## src/rtl/pwm_multi.sv

```systemverilog
// Multi-channel PWM: one shared edge/center-aligned period counter, per-channel
// double-buffered duty levels that only change at a period boundary.
module pwm_multi #(
  parameter int                WIDTH  = 8,
  parameter int                NUM_CH = 3,
  parameter logic [NUM_CH-1:0] INVERT = '0,
  localparam int               CHW    = (NUM_CH > 1) ? $clog2(NUM_CH) : 1
) (
  input  logic              clk,
  input  logic              reset,
  input  logic              enable,
  input  logic              center,
  input  logic [WIDTH-1:0]  top,
  input  logic              wr_en,
  input  logic [CHW-1:0]    wr_ch,
  input  logic [WIDTH-1:0]  wr_level,
  output logic [NUM_CH-1:0] out,
  output logic              period_tick,
  output logic [WIDTH-1:0]  count
);

  localparam logic [WIDTH-1:0] ONE = WIDTH'(1);

  logic [WIDTH-1:0] cnt_reg, cnt_next;
  logic             dir_down_reg, dir_down_next;
  logic [WIDTH-1:0] top_a_reg;
  logic             center_a_reg;
  logic             tick_reg;
  logic             boundary;

  // Disabled or top_a==0 fall through to the defaults: counter parked at 0, counting up.
  always_comb begin
    cnt_next      = '0;
    dir_down_next = 1'b0;
    if (enable && (top_a_reg != '0)) begin
      if (!center_a_reg) begin
        if (cnt_reg < top_a_reg) begin
          cnt_next = cnt_reg + ONE;
        end
      end else if (!dir_down_reg) begin
        if (cnt_reg < top_a_reg) begin
          cnt_next = cnt_reg + ONE;
        end else if (top_a_reg != ONE) begin
          cnt_next      = cnt_reg - ONE;
          dir_down_next = 1'b1;
        end
      end else if (cnt_reg > ONE) begin
        cnt_next      = cnt_reg - ONE;
        dir_down_next = 1'b1;
      end
    end
  end

  // A period ends whenever the counter is about to return to 0; disabled edges qualify too.
  assign boundary = (cnt_next == '0);

  always_ff @(posedge clk) begin
    if (reset) begin
      cnt_reg      <= '0;
      dir_down_reg <= 1'b0;
      top_a_reg    <= '1;
      center_a_reg <= 1'b0;
      tick_reg     <= 1'b0;
    end else begin
      cnt_reg      <= cnt_next;
      dir_down_reg <= dir_down_next;
      if (boundary) begin
        top_a_reg    <= top;
        center_a_reg <= center;
      end
      tick_reg <= enable && (cnt_reg == '0) && (!center_a_reg || !dir_down_reg);
    end
  end

  for (genvar gi = 0; gi < NUM_CH; gi++) begin : g_ch
    logic [WIDTH-1:0] shadow_reg;
    logic [WIDTH-1:0] active_reg;
    logic             ch_out_reg;

    // On a write that lands on a boundary, active still takes the old shadow value.
    always_ff @(posedge clk) begin
      if (reset) begin
        shadow_reg <= '0;
        active_reg <= '0;
        ch_out_reg <= INVERT[gi];
      end else begin
        if (wr_en && (wr_ch == CHW'(gi))) begin
          shadow_reg <= wr_level;
        end
        if (boundary) begin
          active_reg <= shadow_reg;
        end
        ch_out_reg <= INVERT[gi] ^ (enable && (cnt_reg < active_reg));
      end
    end

    assign out[gi] = ch_out_reg;
  end

  assign period_tick = tick_reg;
  assign count       = cnt_reg;

endmodule
```

## config.mk

```make
export PLATFORM = sky130hd
export DESIGN_NAME = pwm_multi
export DESIGN_NICKNAME = d
export VERILOG_FILES = /design/src/rtl/pwm_multi.sv
export SDC_FILE = /design/constraint.sdc
export NUM_CORES = 1
export LEC_CHECK = 0
export CAP_MARGIN = 20
export CORE_ASPECT_RATIO = 2
export CORE_MARGIN = 2
export CORE_UTILIZATION = 23
export CTS_BUF_LIST = sky130_fd_sc_hd__clkbuf_4 sky130_fd_sc_hd__clkbuf_8
export CTS_CLUSTER_DIAMETER = 80
export DETAILED_ROUTE_END_ITERATION = 10
export GPL_TIMING_DRIVEN = 0
export SETUP_SLACK_MARGIN = 0.5
export SLEW_MARGIN = 10
export SYNTH_ARGS = -nofsm -noshare
export SYNTH_HDL_FRONTEND = slang
export SYNTH_SLANG_ARGS = --single-unit
```

## constraint.sdc

```tcl
create_clock -name clk -period 4.83 [get_ports clk]
set_clock_uncertainty 0.15 [all_clocks]
set_input_delay 0.7245 -clock clk [delete_from_list [all_inputs] [get_ports clk]]
set_output_delay 0.7245 -clock clk [all_outputs]
set_load 0.05 [all_outputs]
```

# --- Word level (Yosys, flattened, before mapping) ---
# Cells that the tools add are included.
word_totals:
  output_inout_bits: 12
  mem_bits_ro: 0
  elab_cells: 54
  in_bits: 23
  memories: 0
  regBits: 70
  ram_bits: 0
  latch_bits: 0
op_classes:
  add_sub_neg: 2
  order_cmp: 5
  n_reduce_logical: 17
  n_shift: 0
  div: 0
  n_bitwise: 2
  n_mul: 0
  muxes: 11
  n_eq_ne: 3
ops:
  columns: ["cell", "count"]
  rows:
  - ["$mux W8", 7]
  - ["$lt A8 B8 Y1", 4]
  - ["$logic_not A8 Y1", 2]
  - ["$logic_and A1 B1 Y1", 9]
  - ["$add A8 B1 Y8 const B", 1]
  - ["$gt A8 B1 Y1 const B", 1]
  - ["$ne A8 B1 Y1 const B", 1]
  - ["$reduce_bool A8 Y1", 1]
  - ["$sub A8 B1 Y8 const B", 1]
  - ["$mux W1", 4]
  - ["$reduce_or A3 Y1", 1]
  - ["$eq A2 B1 Y1 const B", 1]
  - ["$eq A2 B2 Y1 const B", 1]
  - ["$logic_not A1 Y1", 2]
  - ["$logic_not A2 Y1", 1]
  - ["$not A1 Y1", 2]
  - ["$logic_or A1 B1 Y1", 1]

# --- Depth between registers and ports, before layout ---
# Gate-level depths: netlist of the first run.
logic_depth:
  depth_word: 7
  depth_mapped: 13
  ltp_nobuf: 10

# --- Least setup slack after synthesis of the first run ---
# OpenSTA, ideal clock, no wires.
synth_timing:
  path_type: "flip-flop to flip-flop"
  start: "register cnt_reg[2], in the netlist count[2]"
  end: "register top_a_reg[0]"
  setup_time_ps: 141
  path_buffers: 3
  required_time_ps: 4539
  t_arrival_ps: 3089
  period_less_slack_ps: 3380
  setup_slack_ps: 1450
  path_stages_with_launch: 13
  path_cell_list: "dfxtp_1 > ha_1 > a211oi_2 > o21ai_1 > a211o_1 > o221a_1 > a32o_1 > or3_1 > clkbuf_1 > buf_6 > buf_6 > o211ai_2 > o211ai_1"
synth_via:
  elab_chain_cells: 7
  word_cells_on_any_way: 12
  classes_between: "add/sub (2); order compare (2); mux (7); reduce/logical (1)"
synth_rtl:
  columns: ["element", "line", "text"]
  rows:
  - ["start, declared", "24", "logic [WIDTH-1:0] cnt_reg, cnt_next;"]
  - ["start signal, assigned", "65", "cnt_reg <= cnt_next;"]
  - ["$sub A8 B1 Y8", "44, 48", null]
  - ["$mux W8", "43", "end else if (top_a_reg != ONE) begin"]
  - ["$mux W8", "41", "if (cnt_reg < top_a_reg) begin"]
  - ["$mux W8", "40", "end else if (!dir_down_reg) begin"]
  - ["$mux W8 *", "36", "if (!center_a_reg) begin"]
  - ["$mux W8 *", "35", "if (enable && (top_a_reg != '0)) begin"]
  - ["$logic_not A8 Y1 *", "55", "assign boundary = (cnt_next == '0);"]
  - ["end signal, assigned", "68", "top_a_reg <= top;"]
  - ["end, declared", "26", "logic [WIDTH-1:0] top_a_reg;"]
# Mark *: on every way between the ends. The rest lies on a longest branch, timed or not.
# A chain may end at the register's enable or synchronous reset.

# --- Final worst setup path of the first run ---
layout_timing:
  start: "register cnt_reg[5], in the netlist count[5]"
  end: "register g_ch[0].active_reg[7]"
layout_via:
  elab_chain_cells: 7
  word_cells_on_any_way: 12
  classes_between: "add/sub (2); order compare (2); mux (7); reduce/logical (1)"
layout_rtl:
  columns: ["element", "line", "text"]
  rows:
  - ["$sub A8 B1 Y8", "44, 48", null]
  - ["$mux W8", "43", null]
  - ["$mux W8", "41", null]
  - ["$mux W8", "40", null]
  - ["$mux W8 *", "36", null]
  - ["$mux W8 *", "35", null]
  - ["$logic_not A8 Y1 *", "55", null]
  - ["end signal, assigned", "91", "active_reg <= shadow_reg;"]
  - ["end, declared", "77", "logic [WIDTH-1:0] active_reg;"]
# Marks and branches as above.

==> impl_metrics.py, run 1 <==
metrics = {
    "setup_path": {
        "rr_endpoint": "g_ch[0].active_reg[7]",
        "slowest_stage": "dfxtp_1",
        "cp_top_family": "compound AO/OA/AOI/OAI gates",
        "rr_worst_depth": 11,
        "crit_arrival_ps": 3750,
        "critical_path_class": "reg -> reg",
        "end_kind": "flop",
        "start_kind": "flop",
        "cp-startpoint": "count[5]",
        "cp_slowest_stage_delay_ps": 610,
        "path_max_fanout": 10,
        "rr_startpoint": "count[5]",
        "worstPathRequired_ps": 4920,
        "reg2reg_slack_ps": 1160,
        "path_buf_inv": 2,
        "crit_path_cell_trace": "ha_1 -> a211oi_1 -> nor2_1 -> a211oi_1 -> nand2_1 -> o22ai_1 -> or3_1 -> clkbuf_1 -> clkbuf_1 -> a21oi_1 -> o311ai_1",
    },
    "finish": {
        "final_common_cell": "dfxtp_1",
        "fill_cells": 1919,
        "finalNonFillerCells": 789,
        "fin_nets": 625,
        "drive_gt1_frac": 0.07155,
        "synthToLayoutAreaGrowth_pct": 18.33,
        "stdcell_area_sq_um": 4992,
        "seqCellArea_sq_um": 1401,
        "insertedDiodeCount": 0,
        "multi_input_area_sq_um": 2459,
        "layout_common_cells": "dfxtp_1, nor2_1, nand2_1, inv_1, clkdlybuf4s50_1",
    },
    "power": {
        "clkPwrFrac": 0.341,
        "power_density_nw_per_um2": 246.9,
        "ir_worst_vdd_mv": 0.1298,
        "p_sw_frac": 0.2814,
        "p_int_uw": 885.9,
        "pwr-share-comb": 0.161,
        "p_sw_uw": 346.9,
        "leakagePower_nw": 2.000,
        "p_seq_frac": 0.498,
    },
    "clocking": {
        "cts_buffers": 9,
        "htree_levels": 3,
        "cts_hold_buf": 0,
        "clock_latency_ps": 350,
        "cts_setup_buffers": 0,
        "cts_sinks": 70,
        "cts_tree": "built",
        "cts_buffer_depth": 2,
        "path_clk_slew_ps": 70,
        "root_buffer": "clkbuf_8",
        "post_cts_resized": 0,
    },
    "hold_path": {
        "min_path_type": "reg -> reg",
        "holdPathEnd": "g_ch[0].shadow_reg[6]",
        "whs_path_depth": 2,
        "holdCritStartpoint": "g_ch[0].shadow_reg[6]",
    },
    "yosys": {
        "ys_warn_count": 0,
        "synthXorXnorAreaFrac": 0.01038,
        "netlist_instances": 525,
        "synth-seq-area-share": 0.3321,
        "synth_top_family_by_area": "compound AO/OA/AOI/OAI gates",
        "ys_async_sr_fraction": 0,
        "ys_ff_latch": 70,
        "ys.flop_type": "dfxtp_1",
        "synth_edf_count": 0,
        "avgSynthCellArea_sq_um": 8.036,
        "synth_simple_gate_area_share": 0.1963,
        "synthMuxAreaShare": 0.05694,
        "synth_cell_type_count": 51,
        "netlist_area_sq_um": 4219,
        "synth_compound_area_frac": 0.2242,
        "synth_nets": 580,
        "synth_adder_area_share": 0.09490,
    },
    "timing": {
        "fin_crit_ps": 3667,
        "setup_viol": 0,
        "fin_setup_tns_ps": 0,
        "fmax_mhz": 272.7,
        "max_slew_margin": 0.4999,
        "worst_pin_slew_ps": 750.1,
        "final_max_slew_viol_count": 0,
        "rsz0062_at_grt": "no",
        "report.final.hold_viol_count": 0,
        "period_share": 0.7592,
    },
    "floorplanning": {
        "io_pins": 35,
        "die_y_um": 195.5,
        "start_util": 0.2327,
        "core_sq_um": 18130,
        "rows": 70,
        "die-area_sq_um": 19510,
        "chipWidth_um": 99.77,
    },
    "detailed_routing": {
        "wl_per_cell_um": 15.80,
        "routed_wl_um": 12470,
        "first_pass_iters": 4,
        "drc": 0,
        "antenna_left": 0,
        "drt-vias-per-instance": 4.845,
        "drtIter0Drc": 159,
        "via_count": 3823,
    },
    "run_status": {
        "status": "finished clean",
    },
    "place": {
        "dpl.cell_count": 775,
        "port_buffers": 34,
        "gp_congestion": 0.9392,
        "dpl_cell_area_sq_um": 4830,
        "dpl.hpwl_um": 10170,
    },
    "global_routing": {
        "grt_pass1_wl_um": 19580,
        "grt_pass1_vias": 3858,
        "grt_start_max_net_pins": 12,
        "antenna_found_initial": 0,
        "track_usage": 0.1313,
        "overflow": 0,
    },
    "job": {
        "maxCapViolations": 0,
    },
}
## cell families (layout without fill, tap and decap cells)
family,count (synthesis),in the layout
buf+inv,84,132
mux,24,24
flops,70,70
xor+xnor,5,5
compound gates,123,123
fa+ha+maj,32,32
simple gates,187,187
## power groups by stage
stage	registers [mW]	logic [mW]	clock network, mW
finish	0.613	0.199	0.421
CTS	0.613	0.202	0.434
detailed placement	0.627	0.201	0
global placement	0.626	0.199	0
floorplan	0.627	0.126	0
global route	0.616	0.217	0.447
## worst reg2reg max path: cells and delay by family, from the launching register on
| family | cells | cell delay (ps) |
|---|---|---|
| and+or+nand+nor | 3 | 510 |
| buffers and inverters | 2 | 710 |
| adders and majority gates | 1 | 330 |
| AOI/OAI and AO/OA | 5 | 1260 |
| DFF | 1 | 610 |
## worst max-delay path by stage
stage	endpoint	slack, ps	cells after the start
finish	g_ch[0].active_reg[7]	1160	11
global route	g_ch[1].active_reg[7]	890	11
CTS	g_ch[0].active_reg[7]	1140	11
detailed placement	g_ch[0].active_reg[7]	1180	11
global placement	g_ch[0].active_reg[7]	1190	11
floorplan	top_a_reg[0]	1450	12
## metal layers
layer / up-vias / global-route usage / wire, um / part of all wire
li1: 1940 / - / - / -
met1: 1775 / 0.1106 / 4158 / 0.33
met2: 79 / 0.2745 / 7409 / 0.59
met3: 29 / 0.01539 / 312 / 0.025
met4: 0 / 0.07813 / 588 / 0.047
met5: - / 0 / 0 / 0
## Yosys cell counts (all sizes together) (3+ instances only)
| cell type | n | area (sq um) |
|---|---|---|
| o21ai | 5 | 28.78 |
| xor2 | 3 | 26.28 |
| or3 | 4 | 25.02 |
| dfxtp | 70 | 1401 |
| and3 | 7 | 43.79 |
| o21a | 3 | 22.52 |
| a21o | 18 | 135.1 |
| o311ai | 26 | 227.7 |
| a21oi | 31 | 155.2 |
| buf | 17 | 107.6 |
| nand3 | 4 | 20.02 |
| nand2 | 63 | 236.5 |
| o211ai | 19 | 182.7 |
| nor4 | 3 | 18.77 |
| a211oi | 6 | 50.05 |
| nor2 | 65 | 244.0 |
| ha | 32 | 400.4 |
| mux2i | 24 | 240.2 |
| nand2b | 3 | 18.77 |
| clkbuf | 25 | 93.84 |
| inv | 42 | 157.7 |
| nor3 | 24 | 120.1 |
## area by class of cell
type,instances,area share
Clock inverter,2,0.002005
Multi-Input combinational cell,371,0.4925
Tap cell,216,0.05414
Timing Repair Buffer,34,0.06817
Clock buffer,12,0.03058
Sequential cell,70,0.2807
Inverter,42,0.03158
Buffer,42,0.04035
## per-stage QoR
| step | hold slack (ps) | power (mW) | util | setup slack (ps) |
|---|---|---|---|---|
| detailed placement | 330.9 | 0.8277 | 0.2664 | 1176 |
| CTS | 350.0 | 1.249 | 0.2754 | 1144 |
| floorplan | 310.2 | 0.7530 | - | 1450 |
| finish | 343.0 | 1.233 | 0.2754 | 1163 |
| global placement | 324.2 | 0.8257 | 0.2664 | 1192 |
| global route | 365.0 | 1.280 | 0.2754 | 894.9 |
Power figures use the tool's default switching activity.
==> inputs of run 2 (changes only) <==
==> constraint.sdc (replaced) <==
create_clock -name clk -period 3.75 [get_ports clk]
set_clock_uncertainty 0.15 [all_clocks]
set_input_delay 0.5625 -clock clk [delete_from_list [all_inputs] [get_ports clk]]
set_output_delay 0.5625 -clock clk [all_outputs]
set_load 0.05 [all_outputs]
==> run 2 against run 1 <==
Setup slack worse by 560 ps; critical path type unchanged; combinational power is 36% higher; largest cell class unchanged; via count is 1.5% higher; clock-buffer cell count is 2 higher; sequential power is 29% higher; sequential share of layout area is 1.2 points lower; clock power is 78% higher; fmax is 17% higher; final cell count is 1.5% higher; largest power group unchanged; critical path depth is 2 higher; routed wire length is 2.0% higher; first-iteration DRC count is 28% lower.
==> impl_metrics.py, run 2 (same netlist as run 1, synthesis figures left out) <==
metrics = {
    "place": {
        "port_buffers": 34,
        "dpl.hpwl_um": 10210,
        "gp_congestion": 0.9467,
        "dpl.cell_count": 775,
    },
    "finish": {
        "multi_input_area_sq_um": 2550,
        "layout_common_cells": "nor2_1, nand2_1, dfxtp_1, inv_1, clkdlybuf4s50_1",
        "fin_nets": 635,
        "insertedDiodeCount": 0,
        "fill_cells": 1895,
        "finalNonFillerCells": 801,
        "synthToLayoutAreaGrowth_pct": 25.65,
        "drive_gt1_frac": 0.1436,
        "seqCellArea_sq_um": 1424,
        "final_common_cell": "nor2_1",
    },
    "timing": {
        "max_slew_margin": 0.4906,
        "fin_crit_ps": 3142,
        "worst_pin_slew_ps": 764.1,
        "setup_viol": 0,
        "fmax_mhz": 318.3,
        "final_max_slew_viol_count": 0,
        "rsz0062_at_grt": "no",
        "period_share": 0.8379,
        "report.final.hold_viol_count": 0,
        "fin_setup_tns_ps": 0,
    },
    "hold_path": {
        "min_path_type": "reg -> reg",
    },
    "detailed_routing": {
        "drtIter0Drc": 114,
        "drc": 0,
        "via_count": 3879,
        "antenna_left": 0,
        "first_pass_iters": 4,
        "wl_per_cell_um": 15.88,
        "routed_wl_um": 12720,
        "drt-vias-per-instance": 4.843,
    },
    "setup_path": {
        "worstPathRequired_ps": 3820,
        "end_kind": "flop",
        "crit_path_cell_trace": "inv_1 -> ha_1 -> a211oi_2 -> nor2_1 -> a211o_4 -> o221a_1 -> a32o_1 -> or3_4 -> buf_6 -> buf_6 -> buf_6 -> a21oi_1 -> o311ai_1",
        "crit_arrival_ps": 3210,
        "slowest_stage": "dfxtp_1",
        "cp_slowest_stage_delay_ps": 380,
        "cpMostUsedCell": "buf_6",
        "start_kind": "flop",
        "critical_path_class": "reg -> reg",
        "path_max_fanout": 10,
    },
    "clocking": {
        "clock_latency_ps": 340,
        "htree_levels": 3,
        "path_clk_slew_ps": 70,
        "cts_tree": "built",
        "cts_hold_buf": 0,
        "cts_buffers": 9,
        "root_buffer": "clkbuf_8",
        "cts_sinks": 70,
        "cts_buffer_depth": 2,
    },
    "floorplanning": {
        "core_sq_um": 18130,
        "die-area_sq_um": 19510,
        "die_y_um": 195.5,
        "start_util": 0.2327,
        "rows": 70,
        "chipWidth_um": 99.77,
        "io_pins": 35,
    },
    "job": {
        "maxCapViolations": 0,
    },
    "global_routing": {
        "track_usage": 0.1341,
        "grt_pass1_vias": 3979,
        "grt_pass1_wl_um": 20100,
        "grt_start_max_net_pins": 12,
        "overflow": 0,
        "antenna_found_initial": 0,
    },
    "power": {
        "power_density_nw_per_um2": 341.2,
        "leakagePower_nw": 2.129,
        "ir_worst_vdd_mv": 0.1345,
    },
    "run_status": {
        "status": "finished clean",
    },
}
==> run 2: changes by cell type in the layout (fill, tap and decap cells not counted), sizes merged <==
cell	previous run	this run
bufinv	0	2
clkbuf	37	40
clkinv	2	0
buf	17	26
==> run 2: layout make-up <==
cell class / count / share of cell area
clock inverters: 2 / 0.01133
multi-input cells: 371 / 0.4810
clock buffers: 14 / 0.03635
well taps: 216 / 0.05098
flip-flops and latches: 70 / 0.2686
repair buffers: 44 / 0.07836
plain buffers: 42 / 0.04366
inverters: 42 / 0.02974
==> run 2: timing repair <==
action / CTS / global route
resized for setup: 18 / 30
buffers inserted: 1 / 9
pin swaps: 1 / 4
endpoints found under the hold margin: 0 / 0
endpoints found under the setup margin: 33 / 33
==> run 2: critical path: cells and delay by family, from the launching register on <==
family,cells,cell delay [ps]
buf+inv,4,490
compound gates,6,1220
flops,1,380
simple gates,2,470
fa+ha+maj,1,300
==> run 2: power breakdown <==
| group | leakage (nW) | switching (mW) | total [mW] | internal, mW |
|---|---|---|---|---|
| Sequential | 0.575 | 0.0187 | 0.788 | 0.769 |
| Clock | 0.129 | 0.285 | 0.751 | 0.466 |
| Combinational | 1.43 | 0.156 | 0.270 | 0.114 |
| Total | 2.13 | 0.460 | 1.81 | 1.35 |
==> run 2: per-layer routing <==
layer	global-route usage	routed length (um)	vias up
met3	0.02076	431	42
li1	-	-	1955
met1	0.1131	4124	1799
met2	0.2635	7152	83
met5	0	0	-
met4	0.1065	1014	0
==> run 2: worst paths after layout <==
| path | from | to | slack (ps) | depth (start not counted) |
|---|---|---|---|---|
| worst min-delay path | g_ch[1].shadow_reg[3] | g_ch[1].shadow_reg[3] | 350 | 2 |
| worst max-delay path | top_a_reg[5] | g_ch[1].active_reg[1] | 610 | 13 |
| worst min register to register | g_ch[1].shadow_reg[3] | g_ch[1].shadow_reg[3] | 350 | 2 |
| worst max register to register | top_a_reg[5] | g_ch[1].active_reg[1] | 610 | 13 |
==> run 2: stage by stage <==
stage	worst slack, ps	total power [mW]	utilization	area (sq um)	hold slack [ps]
global route	505.2	1.885	0.2924	5301	373.9
global placement	208.5	1.064	0.2666	4833	322.9
CTS	507.0	1.823	0.2841	5150	353.3
finish	607.8	1.809	0.2924	5301	345.7
floorplan	545.6	0.9699	-	4223	310.2
detailed placement	214.2	1.068	0.2666	4833	332.9
==> inputs of run 3 (changes only) <==
==> constraint.sdc (replaced) <==
create_clock -name clk -period 3.3 [get_ports clk]
set_clock_uncertainty 0.15 [all_clocks]
set_input_delay 0.495 -clock clk [delete_from_list [all_inputs] [get_ports clk]]
set_output_delay 0.495 -clock clk [all_outputs]
set_load 0.05 [all_outputs]
==> run 3 against run 2 <==
Via count grew 2.1%; worst hold slack worse by 5.8 ps; clock-buffer cell count decreased by 1; combinational power grew 23%.
==> impl_metrics.py, run 3 (same netlist as run 1, synthesis figures left out) <==
metrics = {
    "finish": {
        "drive_gt1_frac": 0.2175,
        "insertedDiodeCount": 0,
        "final_common_cell": "nor2_1",
        "layout_common_cells": "nor2_1, nand2_1, dfxtp_1, inv_1, clkdlybuf4s50_1",
        "fin_nets": 643,
        "synthToLayoutAreaGrowth_pct": 33.57,
        "utilization": 0.3108,
    },
    "floorplanning": {
        "io_pins": 35,
        "rows": 70,
        "die_y_um": 195.5,
        "start_util": 0.2327,
        "core_sq_um": 18130,
        "chipWidth_um": 99.77,
        "die-area_sq_um": 19510,
    },
    "detailed_routing": {
        "dr_wl_met3_um": 371,
        "antenna_left": 0,
        "drtIter0Drc": 218,
        "top_layer_used": "met4",
        "routed_wl_um": 13330,
        "drc": 0,
        "first_pass_iters": 4,
        "via_count": 3962,
        "wl_per_cell_um": 16.48,
        "routed-wl-met2_um": 7678,
        "wirelength_met1_um": 4387,
        "drt-vias-per-instance": 4.897,
    },
    "timing": {
        "max_slew_margin": 0.4903,
        "setup_ws_ps": 241.9,
        "setup_viol": 0,
        "final_max_slew_viol_count": 0,
        "worst_pin_slew_ps": 764.5,
        "fin_crit_ps": 3058,
        "fmax_mhz": 327.0,
        "rsz0062_at_grt": "yes",
        "report.final.hold_viol_count": 0,
        "period_share": 0.9267,
        "fin_setup_tns_ps": 0,
        "whs_ps": 339.8,
    },
    "power": {
        "power_density_nw_per_um2": 362.8,
        "ir_worst_vdd_mv": 0.1628,
        "leakagePower_nw": 2.254,
    },
    "clocking": {
        "htree_levels": 3,
        "root_buffer": "clkbuf_8",
        "cts_buffers": 9,
        "clock_latency_ps": 350,
        "cts_buffer_depth": 2,
        "cts_sinks": 70,
        "cts_hold_buf": 0,
        "cts_tree": "built",
        "path_clk_slew_ps": 80,
    },
    "hold_path": {
        "min_path_type": "reg -> reg",
        "whs_path_depth": 2,
    },
    "place": {
        "dpl.hpwl_um": 10150,
        "port_buffers": 34,
        "gp_congestion": 0.8863,
        "dp_slack_ps": -25.86,
    },
    "setup_path": {
        "worstPathRequired_ps": 3360,
        "start_kind": "flop",
        "rr_worst_depth": 12,
        "path_max_fanout": 10,
        "end_kind": "flop",
        "critical_path_class": "reg -> reg",
        "crit_arrival_ps": 3120,
    },
    "global_routing": {
        "overflow": 0,
        "track_usage": 0.1393,
        "grt_pass1_vias": 4084,
        "grt_pass1_wl_um": 20830,
        "antenna_found_initial": 0,
        "grt_start_max_net_pins": 12,
    },
    "job": {
        "maxCapViolations": 0,
    },
    "run_status": {
        "status": "finished clean",
    },
}
==> run 3: cell types whose count changed in the layout (fill, tap and decap cells not counted), moves of 7 or more <==
cell	delta
a21oi_1	-19
a21oi_2	+18
buf_4	+7
o311ai_1	-11
o311ai_2	+10
==> run 3: metrics by stage <==
step           cells  power, mW  instance area [sq um]
6_report         809      2.044                   5635
2_1_floorplan    525      1.100                   4307
3_5_place_dp     775      1.210                   4917
3_3_place_gp     775      1.208                   4917
4_1_cts          801      2.065                   5376
5_1_grt          809      2.136                   5635
==> run 3: area by class of cell <==
type	count	area [sq um]
Multi-Input combinational cell	371	2749
Tap cell	216	270.3
Sequential cell	70	1435
Timing Repair Buffer	52	498.0
Clock buffer	13	172.7
Clock inverter	3	65.06
Buffer	42	287.8
Fill cell	1883	12490
Inverter	42	157.7
==> run 3: path summary, 6_finish.rpt <==
check                              from                     to  slack (ps)
setup / recovery               count[1]           top_a_reg[2]         240
hold / removal    g_ch[2].shadow_reg[1]  g_ch[2].active_reg[1]         340
setup reg to reg               count[1]           top_a_reg[2]         240
hold reg to reg   g_ch[2].shadow_reg[1]  g_ch[2].active_reg[1]         340
==> run 3: critical path, stage by stage (launching register included) <==
cell and delay (ps):
dfxtp_4 390, ha_1 220, a211oi_2 240, o21ai_2 100, a211o_4 380, o221a_1 220, a32o_2 230, or3_4 340
buf_8 140, buf_12 130, buf_12 140, o211ai_2 130, o211ai_1 100
==> run 3: routing by layer <==
metal	track usage	vias to the layer above
li1	-	1970
met1	0.1176	1873
met2	0.2778	88
met3	0.02147	31
met4	0.1020	0
met5	0	-
==> run 3: power by group <==
| part | internal [mW] | switching, mW | leakage (nW) |
|---|---|---|---|
| sequential | 0.873 | 0.0207 | 0.575 |
| clock | 0.495 | 0.324 | 0.123 |
| combinational | 0.143 | 0.189 | 1.56 |
| total | 1.51 | 0.534 | 2.25 |
==> run 3: what timing repair did <==
action                     in CTS  in global routing
setup buffers                   8                  8
cloned                          2                  0
setup endpoints to repair      33                 33
pin swaps                       5                  8
gates resized for setup        33                 51
==> variant: new RTL, config.mk and constraints of run 3 <==
Change the parameter `NUM_CH` from 3 to 5.
--- a/src/rtl/pwm_multi.sv
+++ b/src/rtl/pwm_multi.sv
@@ -3,5 +3,5 @@
 module pwm_multi #(
   parameter int                WIDTH  = 8,
-  parameter int                NUM_CH = 3,
+  parameter int                NUM_CH = 5,
   parameter logic [NUM_CH-1:0] INVERT = '0,
   localparam int               CHW    = (NUM_CH > 1) ? $clog2(NUM_CH) : 1
Interface: changed (resized out and wr_ch); port bits go from 35 to 38. The function was not compared with the original's and may differ.
==> variant against run 3 <==
Count of clock-buffer cells in the layout decreased by 3; worst setup slack improved by 0.012 ns; non-clock buffer count increased by 30; die area up 49%; power grew 29%; sequential cell count up 34; routed wire length grew 41%; cell count grew 46%; sequential share of layout area grew 0.49 points; area after synthesis is 50% higher; final area up 45%; first-iteration DRC count up 56%; critical path type unchanged; critical endpoint is now g_ch[4].active_reg[0]$_SDFFE_PP0N_; highest routed layer unchanged.
==> variant: results (changes against run 3) <==
metric	value	unit	change
end point of the worst hold path	g_ch[0].shadow_reg[3]$_SDFFE_PP0P_		
latest clock arrival within the worst-skew pair	0.40	ns	+0.05 ns
met2 demand-to-capacity share in global routing	0.204		-0.0740
Total Nets Final	897		+40%
total number of vias	5743		+45%
GR met3 Demand/Resource	0.0167		-0.00478
synthesized-area fraction occupied by xor and xnor cells	0.00828		-0.00210
Avg WL per Cell	15.8	µm	-3.9%
proportion of total power due to net switching	0.294		+0.0326
power of the clock network	0.000871	W	+6.2%
maximum number of pins on one net before global-route repair	19		+7
area fraction in compound gates after synthesis	0.305		+0.0809
Final Instance Count excl. Fillers	1184		+46%
post-synthesis average cell area	8.47	µm²	+5.5%
worst r2r src	top_a_reg[2]$_SDFFE_PP1N_		
static leakage	2.86	nW	+27%
Adder-Cell Fraction of Synth Area	0.0907		-0.00422
proportion of synthesized chip area in sequential cells	0.328		-0.00414
number of inserted filler cells in the final layout	2920		+55%
fraction of layout cells with a size suffix above 1	0.204		-0.0132
mux cell area share after synthesis	0		-0.0569
worst stage delay on the critical path	0.36	ns	-0.03 ns
count of buffers inserted at the top-level ports	37		+8.8%
buffer count from post-CTS setup fixing	19		+11
worst ir drop on vdd	220	µV	+35%
Placer Congestion	0.883		-0.35%
first-pass GRT wire length	29700	µm	+43%
Synth area leaders	sky130_fd_sc_hd__dfxtp_1 33%, sky130_fd_sc_hd__nand2_1 10%, sky130_fd_sc_hd__ha_1 9.1%		
synth cell count leaders	177 x sky130_fd_sc_hd__nand2_1, 104 x sky130_fd_sc_hd__dfxtp_1, 59 x sky130_fd_sc_hd__inv_1, 46 x sky130_fd_sc_hd__ha_1, 45 x sky130_fd_sc_hd__a21oi_1		
half-perimeter wire length after placement	12600	µm	+25%
unique cell type count in the Yosys netlist	54		+5.9%
M1 GR Usage	0.172		+0.0541
placed cell count	1138		+47%
critical path's slowest cell	sky130_fd_sc_hd__dfxtp_2		
antenna violations before repair	0		unchanged
worst hold path startpoint	g_ch[0].shadow_reg[3]$_SDFFE_PP0P_		
run status	finished, final reports clean		
worst reg-to-reg path cell count	13		+1
number of search-and-repair iterations in the first detailed-routing pass	5		+1
Placement Cell Area	7290	µm²	+48%
CTS clk-pin slew, worst paths	0.11	ns	+0.03 ns
vias in the first global route	5595		+37%
power drawn by the combinational cells	0.000468	W	+41%
number of gates given a new drive strength after cts	33		unchanged
worst max-slew margin expressed relative to the limit	0.268		-0.223
total global routing track utilization	0.129		-0.0101
source of the critical timing path	top_a_reg[2]$_SDFFE_PP1N_		
number of violations reported at the end of detailed-routing iteration 0	339		+56%
data arrival at the endpoint of the critical path	3.16	ns	+0.04 ns
worst setup path end	g_ch[4].active_reg[0]$_SDFFE_PP0N_		
Post-Syn Nets	819		+41%
==> variant: metrics by stage <==
step           hold WS (ns)  worst slack [ns]  power, W   util
4_1_cts               0.316             0.299   0.00261  0.286
6_report              0.314             0.254   0.00265  0.298
3_5_place_dp          0.299            0.0532   0.00172  0.267
2_1_floorplan         0.287             0.459   0.00159      -
5_1_grt               0.338            0.0816   0.00274  0.298
3_3_place_gp          0.295            0.0606   0.00171  0.267
==> variant: final cells by class <==
class	instances	area, µm²	area share
tap	352	440	0.0540
inverter	59	221	0.0272
timing repair buffer	66	646	0.0792
clock inverter	6	75.1	0.00921
buffer	58	403	0.0494
sequential	104	2120	0.260
multi-input combinational	529	4120	0.505
clock buffer	10	131	0.0161
==> variant: routing by layer <==
| layer | wire length [µm] | up-vias |
|---|---|---|
| met5 | 0 | - |
| met4 | 711 | 0 |
| met3 | 793 | 36 |
| met2 | 8630 | 162 |
| met1 | 8620 | 2722 |
| li1 | - | 2823 |
